===== src/rtl/wv_fetch_ctrl.sv =====
// Wv weight-memory read sequencer.
// Walks a contiguous row range, absorbs the 1-cycle registered read latency through a
// 2-entry output buffer and streams words over valid/ready. Host weight-load writes
// share the single memory port and are only accepted while idle.
module wv_fetch_ctrl #(
  parameter int unsigned WIDTH         = 64,
  parameter int unsigned ROWS          = 128,
  parameter int unsigned WORDS_PER_ROW = 16,
  parameter int unsigned ADDR_W        = 32
) (
  input  logic              clk,
  input  logic              rst_n,
  input  logic              start,
  input  logic [ADDR_W-1:0] base_addr,
  input  logic [7:0]        row_start,
  input  logic [8:0]        row_count,
  output logic              busy,
  output logic              done,
  output logic              err,
  input  logic              host_wr_valid,
  input  logic [ADDR_W-1:0] host_wr_addr,
  input  logic [WIDTH-1:0]  host_wr_data,
  output logic              host_wr_ready,
  output logic              mem_write_en,
  output logic [ADDR_W-1:0] mem_addr,
  output logic [WIDTH-1:0]  mem_wdata,
  input  logic [WIDTH-1:0]  mem_rdata,
  output logic              out_valid,
  input  logic              out_ready,
  output logic [WIDTH-1:0]  out_data,
  output logic [7:0]        out_row,
  output logic              out_last
);

  localparam int unsigned WordW = (WORDS_PER_ROW > 1) ? $clog2(WORDS_PER_ROW) : 1;
  localparam logic [WordW-1:0] LastWord = WordW'(WORDS_PER_ROW - 1);

  typedef enum logic [1:0] {StIdle, StFetch, StDrain, StFin} state_e;

  state_e            state_q, state_d;
  logic [ADDR_W-1:0] addr_q, addr_d;
  logic [7:0]        row_q, row_d;
  logic [7:0]        last_row_q, last_row_d;
  logic [WordW-1:0]  word_q, word_d;
  logic              err_q, err_d;

  // Tag of the read issued last cycle; its data is on mem_rdata this cycle.
  logic              infl_q;
  logic [7:0]        infl_row_q;
  logic              infl_last_q;

  // 2-entry output buffer.
  logic [1:0][WIDTH-1:0] fifo_data_q;
  logic [1:0][7:0]       fifo_row_q;
  logic [1:0]            fifo_last_q;
  logic                  wr_ptr_q, rd_ptr_q;
  logic [1:0]            cnt_q;

  logic              push, pop, issue, issue_last, can_issue, cmd_bad;
  logic [1:0]        occ;
  logic [9:0]        range_end;
  logic [ADDR_W-1:0] start_addr;

  assign range_end  = {2'b00, row_start} + {1'b0, row_count};
  assign cmd_bad    = (row_count == 9'd0) || (range_end > 10'(ROWS));
  assign start_addr = base_addr + ADDR_W'(row_start) * ADDR_W'(WORDS_PER_ROW);
  assign issue_last = (row_q == last_row_q) && (word_q == LastWord);

  assign out_valid = (cnt_q != 2'd0);
  assign out_data  = fifo_data_q[rd_ptr_q];
  assign out_row   = fifo_row_q[rd_ptr_q];
  assign out_last  = fifo_last_q[rd_ptr_q];

  assign push = infl_q;
  assign pop  = out_valid && out_ready;

  // Buffered plus in-flight words; a same-cycle pop frees a slot for the next read.
  assign occ       = cnt_q + {1'b0, infl_q};
  assign can_issue = pop ? (occ <= 2'd2) : (occ < 2'd2);

  // Next-state, read sequencing and memory-port arbitration.
  always_comb begin
    state_d       = state_q;
    addr_d        = addr_q;
    row_d         = row_q;
    last_row_d    = last_row_q;
    word_d        = word_q;
    err_d         = err_q;
    issue         = 1'b0;
    busy          = 1'b0;
    done          = 1'b0;
    err           = 1'b0;
    host_wr_ready = 1'b0;
    mem_write_en  = 1'b0;
    mem_addr      = '0;
    mem_wdata     = '0;
    case (state_q)
      StIdle: begin
        if (start) begin
          // Start wins over a same-cycle host write.
          err_d      = cmd_bad;
          addr_d     = start_addr;
          row_d      = row_start;
          last_row_d = 8'(range_end - 10'd1);
          word_d     = '0;
          state_d    = cmd_bad ? StFin : StFetch;
        end else if (host_wr_valid) begin
          host_wr_ready = 1'b1;
          mem_write_en  = 1'b1;
          mem_addr      = host_wr_addr;
          mem_wdata     = host_wr_data;
        end
      end
      StFetch: begin
        busy     = 1'b1;
        mem_addr = addr_q;
        if (can_issue) begin
          issue  = 1'b1;
          addr_d = addr_q + ADDR_W'(1);
          if (word_q == LastWord) begin
            word_d = '0;
            row_d  = row_q + 8'd1;
          end else begin
            word_d = word_q + WordW'(1);
          end
          if (issue_last) state_d = StDrain;
        end
      end
      StDrain: begin
        busy = 1'b1;
        // Leave once the buffer empties, counting a pop of the final entry this cycle.
        if (!infl_q && ((cnt_q == 2'd0) || ((cnt_q == 2'd1) && pop))) state_d = StFin;
      end
      StFin: begin
        done    = 1'b1;
        err     = err_q;
        state_d = StIdle;
      end
      default: state_d = StIdle;
    endcase
  end

  // Control and command registers.
  always_ff @(posedge clk or negedge rst_n) begin
    if (!rst_n) begin
      state_q     <= StIdle;
      addr_q      <= '0;
      row_q       <= '0;
      last_row_q  <= '0;
      word_q      <= '0;
      err_q       <= 1'b0;
      infl_q      <= 1'b0;
      infl_row_q  <= '0;
      infl_last_q <= 1'b0;
    end else begin
      state_q     <= state_d;
      addr_q      <= addr_d;
      row_q       <= row_d;
      last_row_q  <= last_row_d;
      word_q      <= word_d;
      err_q       <= err_d;
      infl_q      <= issue;
      infl_row_q  <= row_q;
      infl_last_q <= issue_last;
    end
  end

  // Output buffer: capture read data the cycle after issue, pop on handshake.
  always_ff @(posedge clk or negedge rst_n) begin
    if (!rst_n) begin
      fifo_data_q <= '0;
      fifo_row_q  <= '0;
      fifo_last_q <= '0;
      wr_ptr_q    <= 1'b0;
      rd_ptr_q    <= 1'b0;
      cnt_q       <= 2'd0;
    end else begin
      if (push) begin
        fifo_data_q[wr_ptr_q] <= mem_rdata;
        fifo_row_q[wr_ptr_q]  <= infl_row_q;
        fifo_last_q[wr_ptr_q] <= infl_last_q;
        wr_ptr_q              <= ~wr_ptr_q;
      end
      if (pop) rd_ptr_q <= ~rd_ptr_q;
      case ({push, pop})
        2'b10:   cnt_q <= cnt_q + 2'd1;
        2'b01:   cnt_q <= cnt_q - 2'd1;
        default: cnt_q <= cnt_q;
      endcase
    end
  end

endmodule


===== config.mk =====
export PLATFORM = sky130hd
export DESIGN_NAME = wv_fetch_ctrl
export DESIGN_NICKNAME = d
export VERILOG_FILES = /design/src/rtl/wv_fetch_ctrl.sv
export SDC_FILE = /design/constraint.sdc
export NUM_CORES = 1
export LEC_CHECK = 0
export CAP_MARGIN = 20
export CORE_MARGIN = 2
export CORE_UTILIZATION = 51
export CTS_CLUSTER_SIZE = 30
export DETAILED_ROUTE_END_ITERATION = 7
export PLACE_DENSITY = 0.88
export SLEW_MARGIN = 20
export SYNTH_ARGS = -nofsm -noshare
export SYNTH_HDL_FRONTEND = slang
export SYNTH_SLANG_ARGS = --single-unit

===== constraint.sdc =====
create_clock -name clk -period 4.8 [get_ports clk]
set_clock_uncertainty 0.05 [all_clocks]
set_input_delay 0.96 -clock clk [delete_from_list [all_inputs] [get_ports clk]]
set_output_delay 0.96 -clock clk [all_outputs]
set_load 0.01 [all_outputs]

==> results of run 1 <==
==> metrics by stage <==
| step | utilization [%] | cell area [um^2] | setup WS [ns] |
|---|---|---|---|
| final | 72.8 | 17100 | 0.677 |
| after global routing | 72.8 | 17100 | 0.571 |
| after CTS | 72.8 | 17100 | 0.741 |
| after detailed placement | 69.6 | 16400 | 0.764 |
| after global placement | 69.6 | 16400 | 0.749 |
| after floorplan | - | 12300 | 1.56 |
==> area by class of cell <==
type,count,area share (%)
well taps,319,2.33
clock inverters,8,0.774
inverters,20,0.438
clock buffers,31,3.58
multi-input cells,818,37.9
repair buffers,407,23.6
flip-flops and latches,215,31.4
==> flip-flops by register name (all words and copies together) (netlist names), 4 cells and up <==
signal       count
fifo_data_q    128
addr_q          32
infl_row_q       8
word_q           4
last_row_q       8
fifo_row_q      16
row_q            8
==> worst max-delay path: cells and delay by family <==
family	cells	cell delay [ns]
buffers and inverters	3	1.67
and+or+nand+nor	2	0.45
==> kinds of logic (layout without fill, tap and decap cells) <==
kind of cell	count (synthesis)	after routing	synth area share [%]
xor gates and xnor gates	42	42	3.00
and+or+nand+nor	296	296	12.9
AOI/OAI and AO/OA	218	218	12.6
adders and majority gates	30	30	3.19
buffers and inverters	97	466	3.29
muxes	232	232	21.2
DFF	215	215	43.9
==> cell usage in the layout (no fill, tap or decap), types with 27 or more instances in the layout <==
cell,n
mux2_2,222
a22o_1,28
o21ai_0,47
nand2_1,55
ha_1,27
clkdlybuf4s50_1,387
a21oi_1,39
nor2_1,43
dfrtp_1,214
and3_1,86
nand3_1,41
==> path summary, 6_finish.rpt <==
check	from	endpoint	slack, ns	cells after the start
worst min-delay path	infl_row_q[6]	fifo_row_q[14]	0.44	1
max in group asynchronous	rst_n	fifo_data_q[53]	3.08	2
min in group asynchronous	rst_n	infl_row_q[1]	0.55	1
worst max-delay path	start	mem_wdata[61]	0.68	5
worst min register to register	infl_row_q[6]	fifo_row_q[14]	0.44	1
worst max register to register	state_q[1]	addr_q[19]	1.55	10
==> metal layers <==
metal  routed length (um)  vias up  part of all wire, %
met5                   32        -                0.084
met4                  862        6                  2.3
met3                 2950       79                  7.8
met2                19000      498                   50
met1                15200     5167                   40
li1                     -     4907                    -
==> where the power goes <==
group	internal (mW)	switching [mW]	leakage (nW)
Clock	1.06	0.723	0.361
Combinational	2.98	2.40	4.23
Sequential	2.70	0.743	2.47
==> results.md, run 1 <==
* Initial antenna violation count at 3
* Most common cell on crit path: clkdlybuf4s50_1
* Core box area at 23500 um^2
* Synth Area per Inst at 10.8 um^2
* Post-CTS Resized at 0
* Drt via density at 5.86
* Maximum clock frequency at 243 MHz
* Die height at 159 um
* Ys Warns at 0
* Fin cells at 1818
* CP Class: primary input to output pin
* # rows at 56
* Slew Limit Fails at 0
* Multi-input logic area at 6500 um^2
* Post-synth top cells: 222 x mux2_2, 215 x dfrtp_1, 86 x and3_1
* #FFs+latches synth at 215
* Cells after DPL at 1779
* Port buffer count at 388
* GRT Overall Usage at 29.1%
* Met1 usage at 36.5%
* Yosys top cell by area: dfrtp_1
* Post-synthesis cell type count at 65
* DRT iter0 DRCs at 937
* Final min period at 4.12 ns
* Seq. cell area at 5380 um^2
* CTS tree: built
* First-pass GRT wire length at 60100 um
* Fillers at 1591
* Post-CTS Setup Repair Bufs at 0
* HPWL after detailed placement at 27300 um
* Final Setup Violations at 0
* Drt pass-1 iters at 5
* CTS HTree Levels at 1
* Num Clock Sinks at 215
* Total power at 10.6 mW
* Worst Path Arrival at 3.11 ns
* DRC viols at 0
* Vias at 10.7k
* Worst-margin pin slew at 1.09 ns
* Req. time, crit path at 3.79 ns
* Async S/R FF share, synth at 100%
* Post-synth EDFFs at 0
* Min Hold Slack at 0.443 ns
* Leakage power at 7.06 nW
* Power Density at 618 nW/um^2
* Area Growth Syn to Fin at 39.9%
* Antenna-violating nets left at 0
* Num CTS Buffers at 22
* Root buffer selected by CTS: clkbuf_16
* Gr ovfl total at 0
* Initial Util at 52.1%
* DIE AREA at 25300 um^2
* Critical path peak fanout at 69
* Ranking of synthesized cells by area: dfrtp_1 44%, mux2_2 20%, and3_1 4.4%, ha_1 2.9%, a22o_1 2.0%
* Die X-Extent at 159 um
* Worst skew pair latency at 0.51 ns
* Worst-path clk slew at 0.06 ns
* # nets final at 1728
* TNS Setup at 0 ns
* ANT cells at 0
* # IOs at 389
* Pin count of the biggest net entering global routing at 122
* Worst slew margin at 26.8%
* Top_reg_cell synth: dfrtp_1
* Post-Synthesis Cells at 1130
* Hold WC Path Type: flop to flop
* Vias in the first global route at 10.9k
* Worst path cell trace: clkdlybuf4s50_1 -> nor2b_4 -> buf_4 -> and3_1 -> clkdlybuf4s50_1
* CP Capture Type: output pin
* Peak supply drop at 0.387 mV
* RSZ-0062 raised after global routing: false
* Sequential fraction of the synthesis area at 43.9%
* Layout cells sized above 1 at 19.9%
* MaxCap Viol Count at 0
* Synth Cell Area at 12300 um^2
* Synth Net Count at 1374
* Post-synth top area share at 43.9%
* Period utilisation layout at 85.9%
* Top-count cell post-synth: mux2_2
* # hold bufs at CTS at 0
* WL final at 38000 um
* Final GP Congestion at 0.930
* CP Launch Type: primary input
* Layer with the highest usage: met2
* DR WL/cell at 20.9 um
* GR met2 Demand/Resource at 51.4%
* Slowest cell on the critical path: clkdlybuf4s50_1
* Final Hold Fails at 0
* CTS max path bufs at 3
* Routing usage on met3 at 6.25%
* Outcome: complete, no violations
* CP max stage delay at 0.63 ns
No activity file was read; power rests on OpenSTA's default activity.
==> run 2: changes to the inputs <==
--- a/config.mk
+++ b/config.mk
@@ -6,7 +6,7 @@
 export NUM_CORES = 1
 export LEC_CHECK = 0
 export CAP_MARGIN = 20
-export CORE_MARGIN = 2
+export CORE_MARGIN = 8
 export CORE_UTILIZATION = 51
 export CTS_CLUSTER_SIZE = 30
 export DETAILED_ROUTE_END_ITERATION = 7
==> run 2 against run 1 <==
Critical path type unchanged. Core utilization is 0.26 points higher. Critical endpoint is now mem_wdata[13]. Sequential power about the same. Maximum frequency up 1.5%.
==> results.md, run 2 (same netlist as run 1, synthesis figures left out) <==
* CP Launch Point: start
* Sequential share of power at 32.1% (-0.3 points)
* CTS HTree Levels at 1 (unchanged)
* Worst-margin pin slew at 1.15 ns (+0.0624 ns)
* Commonest non-fill, non-tap cells in the layout: 387 x clkdlybuf4s50_1, 222 x mux2_2, 214 x dfrtp_1
* RSZ-0062 raised after global routing: false
* Worst r2r src: state_q[1]
* Final GP Congestion at 0.938 (+0.84%)
* GRT Overall Usage at 25.7% (-3.4 points)
* R2r endpoint: addr_q[5]
* Outcome: complete, no violations
* Setup crit end: mem_wdata[13]
* DIE AREA at 29200 um^2 (+16%)
* CP Launch Type: primary input
* CP Class: primary input to output pin
* Post-CTS Resized at 0 (unchanged)
* Final Hold Fails at 0 (unchanged)
* Vias in the first global route at 10.8k (-0.37%)
* Req. time, crit path at 3.79 ns (about the same)
* DR WL/cell at 21.9 um (+4.7%)
* Initial Util at 52.1% (unchanged)
* Post-CTS Setup Repair Bufs at 0 (unchanged)
* CP Capture Type: output pin
* Die height at 171 um (+7.5%)
* Largest regs: fifo_data_q: 128 flops, addr_q: 32 flops, fifo_row_q: 16 flops
* Power Density at 619 nW/um^2 (about the same)
* TNS Setup at 0 ns (unchanged)
* Reg2Reg Depth at 9 (-1)
* Max FFs per register at 128 (unchanged)
* Vias at 10.6k (-0.23%)
* Period utilisation layout at 84.7% (-1.2 points)
* Core box area at 23500 um^2 (unchanged)
* Maximum clock frequency at 246 MHz (+1.5%)
* P_sw at 3.88 mW (+0.33%)
* DRC viols at 0 (unchanged)
* Final min period at 4.06 ns (-0.0592 ns)
* WL final at 40000 um (+5.2%)
* First-pass GRT wire length at 60100 um (about the same)
* # rows at 56 (unchanged)
* Reg with most FFs: fifo_data_q
* Worst Path Arrival at 3.05 ns (-0.06 ns)
* DRT iter0 DRCs at 876 (-6.5%)
* Setup WS pre-CTS at 0.761 ns (-0.00332 ns)
* # hold bufs at CTS at 0 (unchanged)
* Area Growth Syn to Fin at 40.4%
* # nets final at 1731 (+0.17%)
* MaxCap Viol Count at 0 (unchanged)
* Slew Limit Fails at 0 (unchanged)
* Reg2reg setup slack at 1.48 ns (-0.07 ns)
* CTS tree: built
* Num CTS Buffers at 23 (+4.5%)
* Num Clock Sinks at 215 (unchanged)
* Antenna-violating nets left at 0 (unchanged)
* Worst-path clk slew at 0.06 ns (about the same)
* Layout cells sized above 1 at 20.3% (+0.40 points)
* Leakage power at 7.10 nW (+0.57%)
* Peak supply drop at 0.295 mV (-24%)
* Crit path setup slack, layout at 0.736 ns (+0.0592 ns)
* Most common cell after layout, fill and taps aside: clkdlybuf4s50_1
* Clock power share at 16.6% (-0.2 points)
* Critical path peak fanout at 69 (unchanged)
* Pin count of the biggest net entering global routing at 125 (+2.5%)
* Port buffer count at 388 (unchanged)
* Drt via density at 5.82 (-0.72%)
* Worst slew margin at 22.6% (-4.2 points)
* Initial antenna violation count at 5 (+2)
* Final Setup Violations at 0 (unchanged)
* Cell Int Power at 6.77 mW (+0.49%)
* Switching share of power at 36.5% (-0.039 points)
* Drt pass-1 iters at 5 (unchanged)
* # IOs at 389 (unchanged)
* Root buffer selected by CTS: clkbuf_16
* Comb pwr share at 51.3% (+0.5 points)
* HPWL after detailed placement at 29400 um (+7.6%)
* Die X-Extent at 171 um (+7.5%)
* CTS max path bufs at 3 (unchanged)
* Worst skew pair latency at 0.51 ns (about the same)
* Hold WC Path Type: flop to flop
* Gr ovfl total at 0 (unchanged)
[run 2: through the flow]
step	cells	total power [mW]	utilization [%]	hold slack (ns)	instance area (um^2)
after floorplan	1130	6.38	-	0.302	12300
after global placement	1781	8.59	69.8	0.430	16400
after detailed placement	1781	8.82	69.8	0.437	16400
after CTS	1823	10.7	73.0	0.451	17200
after global routing	1827	11.2	73.1	0.462	17200
final	1827	10.6	73.1	0.444	17200
[run 2: layer usage]
layer | track usage, % | routed length (um) | vias to the layer above | part of all wire (%)
met4 | 8.85 | 1270 | 2 | 3.2
met2 | 45.6 | 20100 | 464 | 50
met3 | 6.41 | 3440 | 86 | 8.6
met1 | 29.8 | 15200 | 5180 | 38
met5 | 0 | 11 | - | 0.028
li1 | - | - | 4901 | -
[run 2: critical path, cell delays in order]
cell and delay, ns:
clkdlybuf4s50_1 0.55, nor2b_4 0.17, buf_4 0.51, and3_1 0.27, clkdlybuf4s50_1 0.55
[run 2: worst min-delay path by stage]
stage               slack, ns          endpoint        startpoint  depth (start not counted)
floorplan                0.30     infl_row_q[5]          row_q[5]                          0
global placement         0.43  fifo_data_q[117]  fifo_data_q[117]                          1
detailed placement       0.44   fifo_data_q[69]   fifo_data_q[69]                          1
CTS                      0.45             err_q             err_q                          1
global route             0.46    fifo_data_q[3]    fifo_data_q[3]                          1
finish                   0.44             err_q             err_q                          1
[run 2: final cells by class]
type / instances / area, um^2
Clock buffer: 34 / 687
Timing Repair Buffer: 409 / 4070
Antenna cell: 4 / 10.0
Multi-Input combinational cell: 818 / 6500
Fill cell: 1580 / 6340
Inverter: 20 / 75.1
Sequential cell: 215 / 5380
Clock inverter: 8 / 83.8
Tap cell: 319 / 399
[run 2: power by group through the flow]
| stage | logic, mW | clock network (mW) | registers, mW |
|---|---|---|---|
| 2_1_floorplan | 3.27 | 0 | 3.11 |
| 3_3_place_gp | 5.26 | 0 | 3.33 |
| 3_5_place_dp | 5.40 | 0 | 3.42 |
| 4_1_cts | 5.49 | 1.80 | 3.41 |
| 5_1_grt | 5.83 | 1.87 | 3.53 |
| 6_report | 5.46 | 1.77 | 3.42 |
==> run 3: changes to the inputs <==
--- a/config.mk
+++ b/config.mk
@@ -7,10 +7,10 @@
 export LEC_CHECK = 0
 export CAP_MARGIN = 20
 export CORE_MARGIN = 8
-export CORE_UTILIZATION = 51
+export CORE_UTILIZATION = 47
 export CTS_CLUSTER_SIZE = 30
 export DETAILED_ROUTE_END_ITERATION = 7
-export PLACE_DENSITY = 0.88
+export PLACE_DENSITY = 0.82
 export SLEW_MARGIN = 20
 export SYNTH_ARGS = -nofsm -noshare
 export SYNTH_HDL_FRONTEND = slang
==> constraint.sdc (replaced) <==
create_clock -name clk -period 4 [get_ports clk]
set_clock_uncertainty 0.05 [all_clocks]
set_input_delay 0.8 -clock clk [delete_from_list [all_inputs] [get_ports clk]]
set_output_delay 0.8 -clock clk [all_outputs]
set_load 0.01 [all_outputs]
==> run 3 against run 2 <==
Worst hold slack worse by 0.13 ns. Die area rose by 7.7%. Clock power rose by 36%. Global-route usage down 3.4 points. Sequential share of layout area fell by 0.28 points. Count of clock-buffer cells in the layout rose by 3. Sequential power increased by 20%.
==> results.md, run 3 (same netlist as run 1, synthesis figures left out) <==
* Worst-margin pin slew at 1.07 ns (-0.0849 ns)
* Final GP Congestion at 0.903 (-3.7%)
* DRT iter0 DRCs at 829 (-5.4%)
* Pin count of the biggest net entering global routing at 101 (-19%)
* Final min period at 3.71 ns
* Commonest non-fill, non-tap cells in the layout: 387 x clkdlybuf4s50_1, 222 x mux2_2, 214 x dfrtp_1
* Most common cell after layout, fill and taps aside: clkdlybuf4s50_1
* # rows at 59 (+5.4%)
* Root buffer selected by CTS: clkbuf_16
* Drt pass-1 iters at 6 (+1)
* Final Setup Violations at 0 (unchanged)
* CTS tree: built
* Final Hold Fails at 0 (unchanged)
* Slew Limit Fails at 0 (unchanged)
* CP Capture Type: output pin
* Fillers at 1961 (+24%)
* # nets final at 1732 (+0.058%)
* RSZ-0062 raised after global routing: false
* CTS max path bufs at 3 (unchanged)
* Power Density at 744 nW/um^2 (+20%)
* Total power at 12.9 mW (+21%)
* Period utilisation layout at 92.8%
* Multi-input logic area at 6500 um^2 (unchanged)
* Initial Util at 47.4% (-4.6 points)
* WL final at 37200 um (-7.0%)
* Port buffer count at 388 (unchanged)
* Num CTS Buffers at 25 (+8.7%)
* Vias in the first global route at 10.6k (-2.3%)
* Worst r2r src: state_q[1]
* Antenna-violating nets left at 0 (unchanged)
* Req. time, crit path at 3.15 ns (-0.64 ns)
* Outcome: complete, no violations
* Worst slew margin at 28.7% (+6.2 points)
* DR WL/cell at 20.2 um (-7.8%)
* Worst Path Arrival at 2.86 ns (-0.19 ns)
* HPWL after detailed placement at 27600 um (-5.9%)
* # IOs at 389 (unchanged)
* Hold WC Path Type: primary input to asynchronous set/reset pin
* GRT Overall Usage at 22.3% (-3.4 points)
* Post-CTS Setup Repair Bufs at 0 (unchanged)
* Num Clock Sinks at 215 (unchanged)
* MaxCap Viol Count at 0 (unchanged)
* Area Growth Syn to Fin at 41.7%
* CP Launch Point: start
* Critical path peak fanout at 69 (unchanged)
* DIE AREA at 31500 um^2 (+7.7%)
* Gr ovfl total at 0 (unchanged)
* Max FFs per register at 128 (unchanged)
* First-pass GRT wire length at 57900 um (-3.7%)
* Vias at 10.4k (-1.9%)
* Maximum clock frequency at 269 MHz
* Initial antenna violation count at 0 (-5)
* Die height at 177 um (+3.8%)
* Largest regs: fifo_data_q: 128 flops, addr_q: 32 flops, fifo_row_q: 16 flops
* Drt via density at 5.66 (-2.7%)
* CP Launch Type: primary input
* Core box area at 25800 um^2 (+9.7%)
* Worst skew pair latency at 0.51 ns (about the same)
* DRC viols at 0 (unchanged)
* CP Class: primary input to output pin
* Die X-Extent at 177 um (+3.8%)
* Post-CTS Resized at 0 (unchanged)
* ANT cells at 0 (-4)
* Seq. cell area at 5380 um^2 (about the same)
* CTS HTree Levels at 1 (unchanged)
* Leakage power at 7.15 nW (+0.76%)
* Reg with most FFs: fifo_data_q
* # hold bufs at CTS at 0 (unchanged)
* Worst-path clk slew at 0.06 ns (about the same)
* Peak supply drop at 0.505 mV (+71%)
* TNS Setup at 0 ns (unchanged)
* Layout cells sized above 1 at 20.4% (+0.092 points)
-- run 3: cell types whose count changed in the layout (fill, tap and decap cells not counted), sizes merged --
cell / before / now
bufinv: 1 / 4
clkinv: 5 / 3
clkinvlp: 0 / 1
clkbuf: 35 / 38
inv: 22 / 21
buf: 21 / 20
diode: 4 / 0
-- run 3: report_power, final --
part / internal (mW) / total [mW] / switching (mW)
clock: 1.54 / 2.41 / 0.872
combinational: 3.61 / 6.41 / 2.80
sequential: 3.24 / 4.10 / 0.864
total: 8.39 / 12.9 / 4.53
-- run 3: area by class of cell --
type                    instances  area share [%]
clock buffers                  37            4.26
inverters                      20           0.432
multi-input cells             818            37.4
flip-flops and latches        215            31.0
well taps                     335            2.41
clock inverters                 9           0.872
repair buffers                408            23.6
-- run 3: path summary, 6_finish.rpt --
path | cells after the start | slack, ns | end
max | 5 | 0.29 | mem_wdata[50]
min | 1 | 0.31 | fifo_data_q[14]
max reg2reg | 7 | 1.13 | addr_q[14]
min reg2reg | 1 | 0.45 | fifo_row_q[15]
max in group asynchronous | 2 | 2.70 | last_row_q[6]
min in group clk | 1 | 0.45 | fifo_row_q[15]
-- run 3: metrics by stage --
step	instance area (um^2)	setup slack [ns]	hold WS [ns]	util [%]	std cells
5_1_grt	17400	0.177	0.380	67.2	1842
3_5_place_dp	16500	0.339	0.437	63.8	1796
3_3_place_gp	16500	0.406	0.431	63.8	1796
2_1_floorplan	12300	1.08	0.302	-	1130
4_1_cts	17400	0.328	0.348	67.2	1842
6_report	17400	0.288	0.313	67.2	1842
-- run 3: worst max-delay path, cell delays in order --
cell and delay (ns):
clkdlybuf4s50_1 0.57, nor2b_4 0.17, buf_4 0.48, and3_1 0.25, clkdlybuf4s50_1 0.55
-- run 3: layer usage --
layer / vias up / routed length (um) / share of wire (%) / track usage (%)
li1: 4909 / - / - / -
met1: 5103 / 15700 / 42 / 29.1
met2: 383 / 18400 / 50 / 38.4
met3: 39 / 2590 / 7.0 / 4.21
met4: 0 / 504 / 1.4 / 4.06
met5: - / 0 / 0 / 0
